<file path="src/rtl/minterm_eval.sv">
// Sum-of-minterms evaluator: one-hot decode of in_w, OR of the decoded lines
// selected by a serially reloadable mask, plus a saturating count of true results.
module minterm_eval #(
  parameter int                N            = 4,
  parameter logic [2**N-1:0]   DEFAULT_MASK = 16'hA352,
  parameter int                CNT_W        = 16
) (
  input  logic              clk,
  input  logic              rst_n,
  input  logic              cfg_start,
  input  logic              cfg_bit_valid,
  input  logic              cfg_bit,
  output logic              cfg_busy,
  output logic              cfg_done,
  output logic              cfg_state_dbg,
  input  logic              in_valid,
  input  logic [N-1:0]      in_w,
  input  logic              en,
  output logic              out_valid,
  output logic [2**N-1:0]   out_y,
  output logic              out_f,
  input  logic              hit_clr,
  output logic [CNT_W-1:0]  hit_count
);

  localparam int M = 2**N;

  // Handshake: cfg_bit is consumed on any cycle cfg_bit_valid is high while in
  // LOAD and cfg_start is low; in_valid has no back-pressure (one word per cycle).

  typedef enum logic {
    S_IDLE = 1'b0,
    S_LOAD = 1'b1
  } cfg_state_t;

  cfg_state_t   r_state;
  cfg_state_t   w_state_nxt;
  logic [N-1:0] r_cnt;
  logic [N-1:0] w_cnt_nxt;
  logic [M-1:0] r_shadow;
  logic [M-1:0] w_shadow_nxt;
  logic [M-1:0] r_mask;
  logic [M-1:0] w_mask_nxt;
  logic         w_commit;
  logic         r_done;

  always_ff @(posedge clk or negedge rst_n) begin
    if (!rst_n) begin
      r_state  <= S_IDLE;
      r_cnt    <= '0;
      r_shadow <= '0;
      r_mask   <= DEFAULT_MASK;
      r_done   <= 1'b0;
    end else begin
      r_state  <= w_state_nxt;
      r_cnt    <= w_cnt_nxt;
      r_shadow <= w_shadow_nxt;
      r_mask   <= w_mask_nxt;
      r_done   <= w_commit;
    end
  end

  always_comb begin
    w_state_nxt  = r_state;
    w_cnt_nxt    = r_cnt;
    w_shadow_nxt = r_shadow;
    w_mask_nxt   = r_mask;
    w_commit     = 1'b0;
    case (r_state)
      S_IDLE: begin
        if (cfg_start) begin
          w_state_nxt  = S_LOAD;
          w_cnt_nxt    = '0;
          w_shadow_nxt = '0;
        end
      end
      S_LOAD: begin
        // A restart takes precedence over a bit arriving in the same cycle.
        if (cfg_start) begin
          w_cnt_nxt    = '0;
          w_shadow_nxt = '0;
        end else if (cfg_bit_valid) begin
          w_shadow_nxt[r_cnt] = cfg_bit;
          w_cnt_nxt           = r_cnt + 1'b1;
          if (&r_cnt) begin
            w_commit    = 1'b1;
            w_mask_nxt  = w_shadow_nxt;
            w_state_nxt = S_IDLE;
          end
        end
      end
      default: w_state_nxt = S_IDLE;
    endcase
  end

  assign cfg_busy      = (r_state == S_LOAD);
  assign cfg_done      = r_done;
  assign cfg_state_dbg = (r_state == S_LOAD);

  logic [M-1:0] w_dec;
  logic [M-1:0] r_y1;
  logic         r_v1;

  assign w_dec = {{(M-1){1'b0}}, 1'b1} << in_w;

  // The one-hot register holds across idle cycles; only v1 tracks in_valid.
  always_ff @(posedge clk or negedge rst_n) begin
    if (!rst_n) begin
      r_v1 <= 1'b0;
      r_y1 <= '0;
    end else begin
      r_v1 <= in_valid;
      if (in_valid) begin
        r_y1 <= en ? w_dec : '0;
      end
    end
  end

  logic         r_out_valid;
  logic [M-1:0] r_out_y;
  logic         r_out_f;

  always_ff @(posedge clk or negedge rst_n) begin
    if (!rst_n) begin
      r_out_valid <= 1'b0;
      r_out_y     <= '0;
      r_out_f     <= 1'b0;
    end else begin
      r_out_valid <= r_v1;
      r_out_y     <= r_y1;
      r_out_f     <= |(r_y1 & r_mask);
    end
  end

  assign out_valid = r_out_valid;
  assign out_y     = r_out_y;
  assign out_f     = r_out_f;

  logic [CNT_W-1:0] r_hit;

  always_ff @(posedge clk or negedge rst_n) begin
    if (!rst_n) begin
      r_hit <= '0;
    end else if (hit_clr) begin
      r_hit <= '0;
    end else if (r_out_valid && r_out_f && !(&r_hit)) begin
      r_hit <= r_hit + 1'b1;
    end
  end

  assign hit_count = r_hit;

endmodule

</file>
<file path="config.mk">
export PLATFORM = sky130hd
export DESIGN_NAME = minterm_eval
export DESIGN_NICKNAME = d
export VERILOG_FILES = /design/src/rtl/minterm_eval.sv
export SDC_FILE = /design/constraint.sdc
export NUM_CORES = 1
export LEC_CHECK = 0
export ABC_AREA = 1
export ABC_CLOCK_PERIOD_IN_PS = 1600
export CAP_MARGIN = 40
export CORE_MARGIN = 2
export CORE_UTILIZATION = 45
export CTS_CLUSTER_DIAMETER = 60
export CTS_CLUSTER_SIZE = 16
export DETAILED_ROUTE_END_ITERATION = 8
export PLACE_DENSITY_LB_ADDON = 0.1
export SLEW_MARGIN = 15
export SYNTH_ARGS = -nofsm -noshare
export SYNTH_HDL_FRONTEND = slang
export SYNTH_SLANG_ARGS = --single-unit
</file>
<file path="constraint.sdc">
create_clock -name clk -period 1.6 [get_ports clk]
set_input_delay 0.24 -clock clk [delete_from_list [all_inputs] [get_ports clk]]
set_output_delay 0.24 -clock clk [all_outputs]
set_load 0.02 [all_outputs]
</file>
==> impl_metrics.ini, run 1 <==
[critical_path]
worst_setup_path_start_kind = flop
cp_slowest_stage_delay_ps = 610
cp-end-kind = output pin
cpMaxStageDelayCell = clkdlybuf4s50_1
path_buf_inv = 1
crit_path_start = cfg_done
crit_required_ps = 1360
arrival_ps = 1330
rr_startpoint = hit_count[8]
path_cells = clkdlybuf4s50_1
path_max_fanout = 1
cpLargestDelayFamily = buffers and inverters
worst-setup-path-type = flop to output pin

[sta]
tightest_slew_ps = 600
fin_skew_ps = 12.7
slew_violations = 0
finalSetupTns_ps = 0
setup_viol = 0
relSlewSlack_pct = 60.0
fmax_mhz = 637
fin_crit_ps = 1570
hold_viol_final = 0
period_share_pct = 98.2

[place]
dpl.hpwl_mm = 6.70
place_inst = 649
gp_congestion = 0.879
port_buffers = 48

[power_and_ir_drop]
netSwitchingPower_mw = 1.27
cellPowerDensity_nw_per_um2 = 864
comb_power_share_pct = 11.6
p_leak_nw = 2.39
pwr-share-seq_pct = 53.9
sw_frac_of_total_pct = 29.0
finalPower_mw = 4.37
p_int_mw = 3.10
ir_drop_v = 0.000542
clock_power_share_pct = 34.5

[die]
io_pins = 49
die_area_um2 = 9950
num_rows = 34
fp.dieH_um = 99.7
core_um2 = 8810
dieWidth_um = 99.7
start_util_pct = 46.8

[cts]
clk_latency_ps = 360
numClockSinks = 89
cts_tree = yes
clk_pin_slew_worst_paths_ps = 110
cts_buffer_depth = 2
h-tree-depth = 3
cts_root_buf = clkbuf_8
cts_buffers = 9

[min_path]
hp-class = primary input to async pin

[detailed_routing]
drcViolationCount = 0
antenna_left = 0
viasPerCell = 5.10
first_pass_iters = 5
drt-initial-drc-count = 166
via_count = 3398
routed_wl_mm = 9.17
drt-wirelength-per-cell_um = 13.8

[global_routing]
overflow = 0
groute.usage.overall_pct = 19.5
first_global_vias = 3186
grt_pass1_wl_mm = 15.4
antenna_found_initial = 0
grt_max_degree = 44

[yosys]
yosysMostFrequentCell = nand2_1
synth_area_um2 = 4130
synth_edf_count = 0
yosysTopAreaCell = dfrtp_1
syn_area_per_cell_um2 = 8.47
ys_ff_latch = 89
synthFlopType = dfrtp_1
synth_top_area_share_pct = 49.7
synth.yosys.warnings = 0
synth-seq-area-share_pct = 54.2
syn_nets = 506
synth_cell_types = 28
synth_area_leaders = dfrtp_1 50%, nand2_1 12%, nand3_1 5.8%
syn-instance-count = 487
synthTopCellsByCount = 134 x nand2_1, 82 x dfrtp_1, 62 x inv_1
ys_async_sr_fraction_pct = 100

[layout]
drive_gt1_share_pct = 12.0
seqCellArea_um2 = 2240
nFillCells = 837
multi_input_area_um2 = 1590
fin_cells = 666
antennaDiodeCount = 0
fin_util_pct = 57.5
area_delta_synth_final_pct = 22.7
final_nets = 572

[run_status]
status = finished clean

[run]
cap_violations = 0
## worst register-to-register path, cell delays in order, from the launching register on
cell and delay [ps]:
dfrtp_1 450, nand2_1 90, nor2_1 220, nand2_1 140, nor2_4 140, nor2_2 60, buf_12 140, nand3b_1 80
nand2_1 70
## area by class of cell
cell class | instances | area share [%]
multi-input cells | 317 | 31.4
flip-flops and latches | 89 | 44.2
clock inverters | 7 | 1.41
inverters | 66 | 4.89
well taps | 108 | 2.67
repair buffers | 70 | 13.0
clock buffers | 9 | 2.45
## worst paths after layout
path,endpoint,slack [ps],depth (start not counted)
hold / removal,out_y[9],320,2
hold reg to reg,out_valid,360,0
setup reg to reg,hit_count[7],90,8
setup / recovery,cfg_done,30,1
min in group clk,out_valid,360,0
max in group asynchronous,cfg_busy,670,3
## power groups by stage
stage	clock network (mW)	registers, mW	logic, mW
2_1_floorplan	0	2.42	0.245
5_1_grt	1.66	2.37	0.575
3_3_place_gp	0	2.40	0.499
6_report	1.51	2.36	0.508
3_5_place_dp	0	2.40	0.507
4_1_cts	1.56	2.36	0.509
## stage by stage
| stage | instance area, um^2 | hold slack (ps) | setup slack, ps |
|---|---|---|---|
| after floorplan | 4130 | -55.6 | 67.4 |
| after global placement | 4850 | 174 | -51.0 |
| after detailed placement | 4850 | 174 | -86.7 |
| after CTS | 5040 | 329 | 11.1 |
| after global routing | 5060 | 337 | -5.03 |
| final | 5060 | 323 | 29.2 |
## routing by layer
layer | global-route usage [%] | up-vias | part of all wire, %
met5 | 0 | - | 0
met4 | 6.74 | 0 | 0.93
met3 | 2.81 | 8 | 2.8
met2 | 29.1 | 46 | 44
met1 | 29.2 | 1643 | 52
li1 | - | 1701 | -
## cells by family after synthesis
group           share of synthesized area (%)
simple gates                             24.8
flops                                    54.2
buf+inv                                  8.04
compound gates                           9.58
fa+ha+maj                                2.12
xor+xnor                                 1.27
## state kept, by name (all words and copies together) (netlist names)
name       cells
r_mask        16
cfg_done       1
out_y         16
out_valid      1
r_v1           1
hit_count     16
cfg_busy       1
r_y1          16
r_cnt          4
r_shadow      16
out_f          1
## cells in the final DEF (no fill, tap or decap), drive strengths merged
cell,n
nand2,136
dfrtp,82
inv,70
o21ai,51
nand3,48
clkdlybuf4s50,29
nor2,27
buf,22
o22ai,20
dlygate4sd2,18
clkbuf,9
nand4,9
dfstp,7
ha,7
nand3b,6
xor2,5
a21oi,3
nor3,3
clkinvlp,2
xnor2,1
or2,1
clkinv,1
dlygate4sd3,1
## repair_timing
item | in CTS | in global routing
pin swaps | 0 | 2
resized for setup | 19 | 15
hold buffers | 1 | 0
endpoints found under the setup margin | 23 | 20
setup buffers | 0 | 0
hold endpoints to repair | 26 | 0
Power figures use the tool's default switching activity.
==> run 2, diff against run 1 <==
--- a/config.mk
+++ b/config.mk
@@ -10,6 +10,7 @@
 export CAP_MARGIN = 40
 export CORE_MARGIN = 2
 export CORE_UTILIZATION = 45
+export CTS_BUF_LIST = sky130_fd_sc_hd__clkbuf_2
 export CTS_CLUSTER_DIAMETER = 60
 export CTS_CLUSTER_SIZE = 16
 export DETAILED_ROUTE_END_ITERATION = 8
==> run 2 against run 1 <==
Sequential share of layout area is 0.24 points higher. Wire length up 2.7%. Sequential power barely moved. Register-to-register slack is essentially flat. Critical path depth is the same. Combinational power fell by 1%. Clock skew grew 38 ps. Hold slack worse by 250 ps. First-iteration DRC count shrank 3.0%. Fmax up 3.4%. Clock-buffer cell count unchanged. Critical path type unchanged. Critical endpoint is now hit_count[12]. Largest power group unchanged. Highest routed layer unchanged.
==> impl_metrics.ini, run 2 (synthesis gave the netlist of run 1 again) <==
[run_status]
status = finished clean

[critical_path]
r2r_cells = 9
arrival_ps = 1280
path_max_fanout = 3
rr_startpoint = hit_count[1]
worst-setup-path-type = flop to output pin
path_buf_inv = 1
worst_setup_path_start_kind = flop
path_cells = clkdlybuf4s15_2
worst-r2r-setup-slack_ps = 80
cp_slowest_stage_delay_ps = 490
cpLargestDelayFamily = flip-flops
crit_required_ps = 1360
rr_endpoint = hit_count[7]
cpMaxStageDelayCell = dfrtp_2
cp-end-kind = output pin

[sta]
setup_viol = 0
fin_crit_ps = 1520
hold_viol_final = 0
setup_ws_ps = 80.6
tightest_slew_ps = 629
relSlewSlack_pct = 58.0
fin_skew_ps = 50.5
slew_violations = 0
finalSetupTns_ps = 0
period_share_pct = 95.0
timing.hold.ws_ps = 73.3
fmax_mhz = 658

[power_and_ir_drop]
sw_frac_of_total_pct = 31.1
netSwitchingPower_mw = 1.24
clock_power_share_pct = 28.1
p_leak_nw = 2.43
ir_drop_v = 0.000464
pwr-share-seq_pct = 59.3
finalPower_mw = 3.99
cellPowerDensity_nw_per_um2 = 789
comb_power_share_pct = 12.6
p_int_mw = 2.75

[detailed_routing]
first_pass_iters = 4
wl_met3_um = 312
drt-initial-drc-count = 161
drt-wirelength-per-cell_um = 13.8
met2_length_mm = 4.17
met1Wirelength_mm = 4.80
maxUsedRoutingLayer = met4
drcViolationCount = 0
viasPerCell = 5.09
routed_wl_mm = 9.42
via_count = 3464
antenna_left = 0

[global_routing]
groute.usage.overall_pct = 20.1
antenna_found_initial = 0
overflow = 0
grt_pass1_wl_mm = 15.8
first_global_vias = 3255
grt_max_degree = 44

[cts]
clk_latency_ps = 560
cts_root_buf = clkbuf_2
numClockSinks = 89
cts_buffer_depth = 2
clk_pin_slew_worst_paths_ps = 310
cts_buffers = 9
h-tree-depth = 3
cts_tree = yes

[place]
port_buffers = 48
dpl.hpwl_mm = 6.70
dp_slack_ps = -86.7
gp_congestion = 0.879

[die]
dieWidth_um = 99.7
num_rows = 34
core_um2 = 8810
start_util_pct = 46.8
fp.dieH_um = 99.7
die_area_um2 = 9950
io_pins = 49

[layout]
fin_util_pct = 57.4
layout_commonest_cell = nand2_1
drive_gt1_share_pct = 19.5
antennaDiodeCount = 0
final_nets = 587
nFillCells = 849
most-common-layout-cells = 133 x nand2_1, 74 x dfrtp_1, 62 x inv_1
area_delta_synth_final_pct = 22.6

[min_path]
hp-class = primary input to async pin

[run]
cap_violations = 0
run 2: cell types whose count changed in the layout (fill, tap and decap cells not counted), sizes merged:
cell | before | now
buf | 22 | 43
clkdlybuf4s15 | 0 | 9
dlygate4sd2 | 18 | 9
clkbuf | 9 | 22
clkdlybuf4s50 | 29 | 10
run 2: final cells by class:
class	instances	area, um^2	share of cell area, %
clock buffers	9	45.0	0.891
clock inverters	7	71.3	1.41
inverters	66	248	4.90
multi-input cells	317	1600	31.6
flip-flops and latches	89	2250	44.4
well taps	108	135	2.67
repair buffers	85	714	14.1
run 2: worst max path at each step:
stage	startpoint	end	slack [ps]	cells after the start
floorplan	hit_count[1]	hit_count[3]	70	8
global placement	cfg_bit_valid	r_shadow[7]	-50	5
detailed placement	cfg_bit_valid	r_shadow[0]	-90	5
CTS	hit_count[3]	hit_count[3]	5	1
global route	hit_count[1]	hit_count[7]	-9	9
finish	hit_count[12]	hit_count[12]	80	1
run 2: repair_timing:
item | CTS | global route
gates resized for setup | 69 | 57
hold endpoints to repair | 82 | 0
hold buffers | 1 | 0
gates cloned | 0 | 0
setup buffers | 14 | 2
endpoints found under the setup margin | 42 | 54
pin swaps | 0 | 3
run 2: per-stage QoR:
step           cell area, um^2  std cells
2_1_floorplan             4130        487
3_3_place_gp              4850        649
3_5_place_dp              4850        649
4_1_cts                   5040        680
5_1_grt                   5060        681
6_report                  5060        681
run 2: per-layer routing:
metal / track usage, % / vias to the layer above
met4: 7.17 / 0
met3: 2.95 / 12
li1: - / 1739
met1: 30.1 / 1649
met2: 29.8 / 64
met5: 0 / -
run 2: power by group through the flow:
stage,Sequential [mW],Combinational (mW),Clock [mW]
finish,2.37,0.502,1.12
global route,2.38,0.572,1.28
CTS,2.37,0.499,1.16
detailed placement,2.40,0.507,0
global placement,2.40,0.499,0
floorplan,2.42,0.245,0
==> run 3, diff against run 2 <==
--- a/config.mk
+++ b/config.mk
@@ -6,7 +6,7 @@
 export NUM_CORES = 1
 export LEC_CHECK = 0
 export ABC_AREA = 1
-export ABC_CLOCK_PERIOD_IN_PS = 1600
+export ABC_CLOCK_PERIOD_IN_PS = 1550
 export CAP_MARGIN = 40
 export CORE_MARGIN = 2
 export CORE_UTILIZATION = 45
==> constraint.sdc (replaced) <==
create_clock -name clk -period 1.55 [get_ports clk]
set_input_delay 0.2325 -clock clk [delete_from_list [all_inputs] [get_ports clk]]
set_output_delay 0.2325 -clock clk [all_outputs]
set_load 0.02 [all_outputs]
==> run 3 against run 2 <==
First-iteration DRC count rose by 4.3%. Global-route usage rose by 0.37 points. Critical path depth did not move. Clock-buffer cell count did not move. Clock power rose by 4%. Sequential power rose by 3%. Sequential share of layout area fell by 1.3 points. Power rose by 4.8%. Clock skew fell by 11 ps. Setup slack got worse by 39 ps. Non-clock buffer count rose by 11. Wire length rose by 5.2%.
==> impl_metrics.ini, run 3 (synthesis gave the netlist of run 1 again) <==
[critical_path]
path_buf_inv = 1
worst_setup_path_start_kind = flop
arrival_ps = 1280
path_cells = clkdlybuf4s15_1
crit_required_ps = 1320
worst-setup-path-type = flop to output pin
cp-end-kind = output pin
cpMaxStageDelayCell = dfrtp_1
cp_slowest_stage_delay_ps = 440
cpLargestDelayFamily = flip-flops
path_max_fanout = 2

[place]
gp_congestion = 0.878
port_buffers = 48
place_inst = 656
dpl.hpwl_mm = 6.81

[global_routing]
overflow = 0
antenna_found_initial = 0
grt_pass1_wl_mm = 16.2
groute.usage.overall_pct = 20.5
grt_max_degree = 30
first_global_vias = 3303

[die]
dieWidth_um = 99.7
die_area_um2 = 9950
start_util_pct = 46.8
io_pins = 49
num_rows = 34
core_um2 = 8810
fp.dieH_um = 99.7

[power_and_ir_drop]
sw_frac_of_total_pct = 31.4
ir_drop_v = 0.000802
clock_power_share_pct = 27.9
comb_power_share_pct = 13.4
netSwitchingPower_mw = 1.31
finalPower_mw = 4.18
pwr-share-seq_pct = 58.7
p_int_mw = 2.87
cellPowerDensity_nw_per_um2 = 802
p_leak_nw = 2.47

[sta]
hold_viol_final = 0
slew_violations = 0
fin_crit_ps = 1510
fmax_mhz = 663
fin_skew_ps = 39.3
tightest_slew_ps = 462
rsz0062_at_grt = yes
relSlewSlack_pct = 69.1
setup_viol = 0
timing.hold.ws_ps = 87.5
period_share_pct = 97.3

[cts]
cts_buffers = 9
numClockSinks = 89
cts_root_buf = clkbuf_2
clk_pin_slew_worst_paths_ps = 300
clk_latency_ps = 570
cts_buffer_depth = 2
cts_tree = yes
h-tree-depth = 3

[detailed_routing]
drt-initial-drc-count = 168
drt-wirelength-per-cell_um = 14.3
maxUsedRoutingLayer = met4
routed_wl_mm = 9.92
first_pass_iters = 5
antenna_left = 0
via_count = 3454
drcViolationCount = 0
wl_met3_um = 485
met2_length_mm = 4.38
viasPerCell = 4.98
met1Wirelength_mm = 4.93

[layout]
antennaDiodeCount = 0
area_delta_synth_final_pct = 26.3
fin_util_pct = 59.2
final_nets = 599
nFillCells = 786
fin_cells = 693
most-common-layout-cells = 132 x nand2_1, 73 x dfrtp_1, 62 x inv_1
layout_commonest_cell = nand2_1
drive_gt1_share_pct = 23.8

[run]
cap_violations = 0

[min_path]
hp-class = primary input to async pin

[run_status]
status = finished clean
==> run 3: cell types whose count changed in the layout (fill, tap and decap cells not counted), sizes merged <==
cell           delta
clkdlybuf4s15     +5
buf              +16
clkinvlp          -1
nand2             +1
dlygate4sd2       -9
clkbuf            -1
clkinv            +1
==> run 3: metal layers <==
metal	global-route usage, %	vias to the layer above
li1	-	1760
met1	30.9	1605
met2	30.8	80
met3	2.88	9
met4	6.01	0
met5	0	-
==> run 3: final cells by class <==
class	instances	area [um^2]	share of cell area, %
sequential	89	2250	43.1
multi-input combinational	318	1660	31.9
timing repair buffer	96	806	15.5
inverter	66	248	4.75
tap	108	135	2.59
clock inverter	7	70.1	1.34
clock buffer	9	45.0	0.864
==> run 3: final timing paths <==
path / to / cells past startpoint / startpoint / slack, ps
worst max-delay path: out_valid / 1 / out_valid / 40
worst min register to register: out_valid / 0 / r_v1 / 390
worst max register to register: hit_count[11] / 8 / hit_count[1] / 40
max in group asynchronous: r_cnt[0] / 3 / rst_n / 900
worst min-delay path: r_mask[10] / 2 / rst_n / 90
min in group clk: r_y1[15] / 3 / in_w[2] / 340
==> run 3: metrics by stage <==
stage / setup TNS (ps) / cell area (um^2) / worst slack, ps
floorplan: 0 / 4130 / 17.4
global placement: 0 / 4910 / 6.23
detailed placement: -15.9 / 4910 / -7.40
CTS: 0 / 5180 / 0.00455
global route: -453 / 5210 / -56.1
finish: 0 / 5210 / 41.4
==> run 3: power by group through the flow <==
| stage | Sequential, mW | Combinational, mW | Clock (mW) |
|---|---|---|---|
| detailed placement | 2.49 | 0.529 | 0 |
| global route | 2.46 | 0.630 | 1.28 |
| global placement | 2.49 | 0.518 | 0 |
| floorplan | 2.50 | 0.253 | 0 |
| CTS | 2.45 | 0.530 | 1.19 |
| finish | 2.45 | 0.560 | 1.17 |
==> run 3: repair_timing <==
action / in CTS / in global routing
endpoints found under the setup margin: 47 / 65
hold buffers: 1 / 0
pin swaps: 0 / 13
endpoints found under the hold margin: 89 / 0
gates resized for setup: 108 / 56
buffers inserted: 14 / 7
gates cloned: 0 / 1
==> edit 1: new RTL, config.mk and constraints of run 2 <==
Set the parameter `N` to 5 (it was 4).
--- a/src/rtl/minterm_eval.sv
+++ b/src/rtl/minterm_eval.sv
@@ -1,7 +1,7 @@
 // Sum-of-minterms evaluator: one-hot decode of in_w, OR of the decoded lines
 // selected by a serially reloadable mask, plus a saturating count of true results.
 module minterm_eval #(
-  parameter int                N            = 4,
+  parameter int                N            = 5,
   parameter logic [2**N-1:0]   DEFAULT_MASK = 16'hA352,
   parameter int                CNT_W        = 16
 ) (
Interface: changed (resized in_w and out_y); port bits go from 49 to 66. The function was not compared with the original's and may differ.
==> edit 1 against run 2 <==
  * The flow now finishes with violations (negative setup slack)
  * Via count is 56% higher
  * Count of clock-buffer cells in the layout increased by 9
  * Non-clock buffer count grew 44
  * Final cell count up 55%
  * Worst setup slack got worse by 0.099 ns
  * Total power up 75%
  * Routed wire length up 70%
  * Combinational power increased by 76%
  * Synthesized area increased by 61%
  * Sequential power is 69% higher
  * Design area rose by 66%
  * Synthesized cell count grew 52%
  * Sequential cell count is 65 higher
==> edit 1: results (changes against run 2) <==
Outcome:
- Result of the run: finished, violations left (was finished clean).
- The final reports fail on negative setup slack.

Routing:
- The initial DRC count came to 294 (was 161).
- The total iterations of the first detailed-routing run is 5 (was 4).
- The via count of the routed design is 5,399 (was 3,464).

Finish:
- The final net count is 878 (was 587).

Synthesis:
- The synthesized-area fraction occupied by ao, oa, aoi and oai cells came to 0.127 (was 0.0958).
- The post-synthesis adder-cell area fraction is 0.0132 (was 0.0212).
- The xor-xnor portion of the synthesized cell area was 0.00790 (was 0.0127).
- The cell count after synthesis came to 739 (was 487).

Clocking:
- The clock buffer count from CTS is 17 (was 9).
- The clock latency of the later-clocked register in the worst-skew pair is 0.73 ns (was 0.56 ns).
- The number of levels in the clock H-tree was 4 (was 3).

Min path:
- The class of the tightest hold or removal check was primary input to flop (was primary input to async pin).

Place:
- The final HPWL from detailed placement is 11.4 mm (was 6.70 mm).
- The total placed cells including tap cells is 998 (was 649).
- The pre-CTS setup slack is -0.0101 ns (was -0.0867 ns).
- The placed instance area came to 7800 um2 (was 4850 um2).

STA:
- The maximum clock skew at final layout is 0.0309 ns (was 0.0505 ns).
- The minimum setup slack in the final design is -0.0180 ns (was 0.0806 ns).
- The number of endpoints failing setup at the final stage is 3 (was 0).
- The setup TNS after final layout is -0.0350 ns (was 0 ns).

Worst setup path:
- The slowest cell on the critical path is dfrtp_1 (was dfrtp_2).
- The biggest cell delay along the critical path is 0.44 ns (was 0.49 ns).

Global route:
- The global-route usage over all layers is 0.215 (was 0.201).
- The via count of the first global-routing pass is 5,291 (was 3,255).
- The pin count of the biggest net entering global routing is 54 (was 44).
- The global-route wire length before repair is 26.8 mm (was 15.8 mm).

Pwr:
- The worst vdd rail ir drop is 0.459 mV (was 0.464 mV).
- The internal power of the cells is 4.93 mW (was 2.75 mW).
[edit 1: final timing paths]
check / from / end / slack [ns] / depth (start not counted)
worst max-delay path: hit_count[0] / hit_count[0] / -0.02 / 2
worst min-delay path: in_valid / r_v1 / 0.10 / 1
worst max register to register: r_cnt[4] / r_shadow[10] / 0.08 / 7
worst min register to register: r_v1 / out_valid / 0.39 / 0
max in group asynchronous: rst_n / r_mask[9] / 0.70 / 4
min in group asynchronous: rst_n / r_y1[19] / 0.57 / 4
[edit 1: cell type report]
type / count / area (um2)
fillers: 1285 / 6110
flip-flops and latches: 154 / 3870
multi-input cells: 460 / 2350
repair buffers: 129 / 1330
inverters: 96 / 360
well taps: 184 / 230
clock inverters: 14 / 139
clock buffers: 18 / 90.1
[edit 1: metal layers]
metal  track usage  vias to the layer above  share of wire
met1         0.297                     2599           0.46
met4        0.0791                        0          0.016
li1              -                     2655              -
met2         0.339                      125           0.49
met3        0.0428                       20          0.040
met5             0                        -              0
==> edit 2: new RTL, settings of run 2 <==
Made on the original files. Reset style: synchronous (`rst_n`), changed in 4 clocked blocks.
--- a/src/rtl/minterm_eval.sv
+++ b/src/rtl/minterm_eval.sv
@@ -44,7 +44,7 @@
   logic         w_commit;
   logic         r_done;
 
-  always_ff @(posedge clk or negedge rst_n) begin
+  always_ff @(posedge clk) begin
     if (!rst_n) begin
       r_state  <= S_IDLE;
       r_cnt    <= '0;
@@ -104,7 +104,7 @@
   assign w_dec = {{(M-1){1'b0}}, 1'b1} << in_w;
 
   // The one-hot register holds across idle cycles; only v1 tracks in_valid.
-  always_ff @(posedge clk or negedge rst_n) begin
+  always_ff @(posedge clk) begin
     if (!rst_n) begin
       r_v1 <= 1'b0;
       r_y1 <= '0;
@@ -120,7 +120,7 @@
   logic [M-1:0] r_out_y;
   logic         r_out_f;
 
-  always_ff @(posedge clk or negedge rst_n) begin
+  always_ff @(posedge clk) begin
     if (!rst_n) begin
       r_out_valid <= 1'b0;
       r_out_y     <= '0;
@@ -138,7 +138,7 @@
 
   logic [CNT_W-1:0] r_hit;
 
-  always_ff @(posedge clk or negedge rst_n) begin
+  always_ff @(posedge clk) begin
     if (!rst_n) begin
       r_hit <= '0;
     end else if (hit_clr) begin
Check against the original RTL: differs if rst_n is asserted again (counterexample within 4 cycles, from zero or initial values and one cycle with rst_n low); with rst_n held inactive, the same outputs for 10 cycles.
==> edit 2 against run 2 <==
  * Non-clock buffer count decreased by 18
  * Design area down 9.5%
  * Worst hold slack improved by 0.25 ns
  * Sequential share of layout area shrank 5.0 points
  * Sequential cell count unchanged
  * Via count shrank 0.72%
  * Routed wire length fell by 9.0%
  * Synthesized area decreased by 7.9%
  * Worst setup slack worse by 0.010 ns
  * Critical path type unchanged
  * Critical endpoint is now cfg_busy
Power is not compared: it rests on default switching activity, and its combinational part moved more than twofold at a synthesized area within 25%.
==> edit 2: results (changes against run 2) <==
Pwr:
- The worst vdd rail ir drop is about 0.38 mV.
- Cell internal power was estimated by the tool at 2.85 mW.
- The static power due to leakage is between 2 and 2.5 nW.

Synthesis:
- The average footprint of a synthesized cell was 7.13 um2 (was 8.47 um2).
- The number of distinct library cells after synthesis was 30 (was 28).
- Synth top cells by count: nand2_1 (175), dfxtp_1 (89), nor2_1 (63), inv_1 (54) (was nand2_1 (134), dfrtp_1 (82), inv_1 (62), nand3_1 (48), o21ai_0 (46)).
- The count of warnings emitted by yosys is 0 (unchanged).
- Ranking of synthesized cells by area: dfxtp_1 (47%), nand2_1 (17%), nor2_1 (6.2%) (was dfrtp_1 (50%), nand2_1 (12%), nand3_1 (5.8%)).
- The synthesized netlist net count came to 551 (was 506).
- The fraction of the yosys area taken by sequential cells came to 0.469 (was 0.542).
- The share of flip-flops with an asynchronous set or reset was 0 (was 1.00).

Worst setup path:
- The number of cells traversed by the worst register-to-register path is 6 (was 9).
- The critical path's top delay family is flip-flops (unchanged).
- The biggest cell delay along the critical path came to 0.42 ns (was 0.49 ns).
- The slowest cell on the critical path is dfxtp_2 (was dfrtp_2).
- The peak fanout along the critical path is 5 (was 3).

Routing:
- The initial DRC count was 168 (was 161).
- The average routed wire per standard cell is 12.2 um (was 13.8 um).
- The total iterations of the first detailed-routing run is 5 (was 4).
- The via-per-instance ratio is 4.88 (was 5.09).

Place:
- The number of buffers inserted by port buffering is 48 (unchanged).
- The final HPWL from detailed placement is 6.26 mm (was 6.70 mm).
- The total placed cells including tap cells is 688 (was 649).
- The routability congestion estimate from global placement is 0.833 (was 0.879).
- The pre-CTS setup slack came to -0.00143 ns (was -0.0867 ns).

Finish:
- The fill cell instance count of the final layout is 833 (was 849).
- The final instance count without filler cells came to 704 (was 681).
- The antenna diode count is 0 (unchanged).
- The final net count was 612 (was 587).
- The share of final-layout standard cells stronger than drive strength 1 came to 0.132 (was 0.195).

Outcome:
- Result of the run: finished clean (unchanged).

Min path:
- Along the worst hold path, the cell count comes to 3.
- The class of the tightest hold or removal check is primary input to flop (was primary input to async pin).

Global route:
- The via count of the first global-routing pass came to 3,143 (was 3,255).
- The pin count of the biggest net entering global routing is 25 (was 44).
- The global-route usage over all layers is 0.198 (was 0.201).
- The global-route wire length before repair is 14.2 mm (was 15.8 mm).
- The initial antenna violation count is 0 (unchanged).

STA:
- The worst relative slew slack is 0.780 (was 0.580).
- The maximum clock skew at final layout is 0.0276 ns (was 0.0505 ns).
- The number of endpoints with negative hold slack in the final report is 0 (unchanged).

Clocking:
- The buffer cell driving the clock tree root is clkbuf_2 (unchanged).
- The clock buffer count from CTS is 9 (unchanged).
- The clock slew at the register clock pins of the worst setup and hold paths is 0.25 ns (was 0.31 ns).
- The number of levels in the clock H-tree is 3 (unchanged).
- The maximum buffer depth of the clock tree is 2 (unchanged).
- The clock latency of the later-clocked register in the worst-skew pair is 0.55 ns.
edit 2: changes by cell type in the layout (fill, tap and decap cells not counted), moves of 12 or more:
| cell | delta |
|---|---|
| dfxtp_2 | +16 |
| a21oi_1 | +20 |
| nand2_1 | +42 |
| buf_4 | -20 |
| nor2_1 | +48 |
| dfrtp_1 | -74 |
| dfxtp_1 | +73 |
| nand3_1 | -19 |
| o21ai_0 | -12 |
| dlygate4sd2_1 | +13 |
edit 2: layout make-up:
class / instances / area share
clock buffers: 9 / 0.00985
inverters: 59 / 0.0495
flip-flops and latches: 89 / 0.394
clock inverters: 7 / 0.0222
repair buffers: 67 / 0.127
well taps: 105 / 0.0287
multi-input cells: 368 / 0.369
edit 2: through the flow:
stage          area, um2   util  setup TNS, ns
2_1_floorplan       3800      -              0
3_3_place_gp        4480  0.546              0
3_5_place_dp        4480  0.546       -0.00143
4_1_cts             4620  0.562              0
5_1_grt             4570  0.557       -0.00170
6_report            4570  0.557              0
edit 2: cells by family after synthesis:
group | Yosys count | synth area share
AND/OR/NAND/NOR | 287 | 0.312
flip-flops | 89 | 0.469
buffers and inverters | 76 | 0.0882
AO/OA/AOI/OAI | 74 | 0.109
adder cells (fa/ha/maj) | 6 | 0.0197
XOR/XNOR | 1 | 0.00230
edit 2: power by group through the flow:
stage               Combinational [mW]  Sequential [mW]  Clock [mW]
floorplan                        0.101             2.29           0
global placement                 0.202             2.28           0
detailed placement               0.205             2.28           0
CTS                              0.200             2.24        1.41
global route                     0.221             2.25        1.49
finish                           0.201             2.24        1.36
edit 2: metal layers:
metal,vias up,wire length (um),global-route usage
li1,1822,-,-
met5,-,0,0
met4,0,158,0.0845
met3,13,363,0.0345
met1,1538,4080,0.261
met2,66,3970,0.320
edit 2: final timing paths:
path	startpoint	to	slack [ns]
setup / recovery	cfg_busy	cfg_busy	0.07
hold / removal	in_w[2]	r_y1[13]	0.33
setup reg to reg	r_cnt[2]	r_mask[7]	0.13
hold reg to reg	r_v1	out_valid	0.44
edit 2: repair_timing:
action,CTS,global route
setup endpoints to repair,37,31
pin swaps,0,0
gates resized for setup,62,24
hold buffers,0,0
setup buffers,0,0
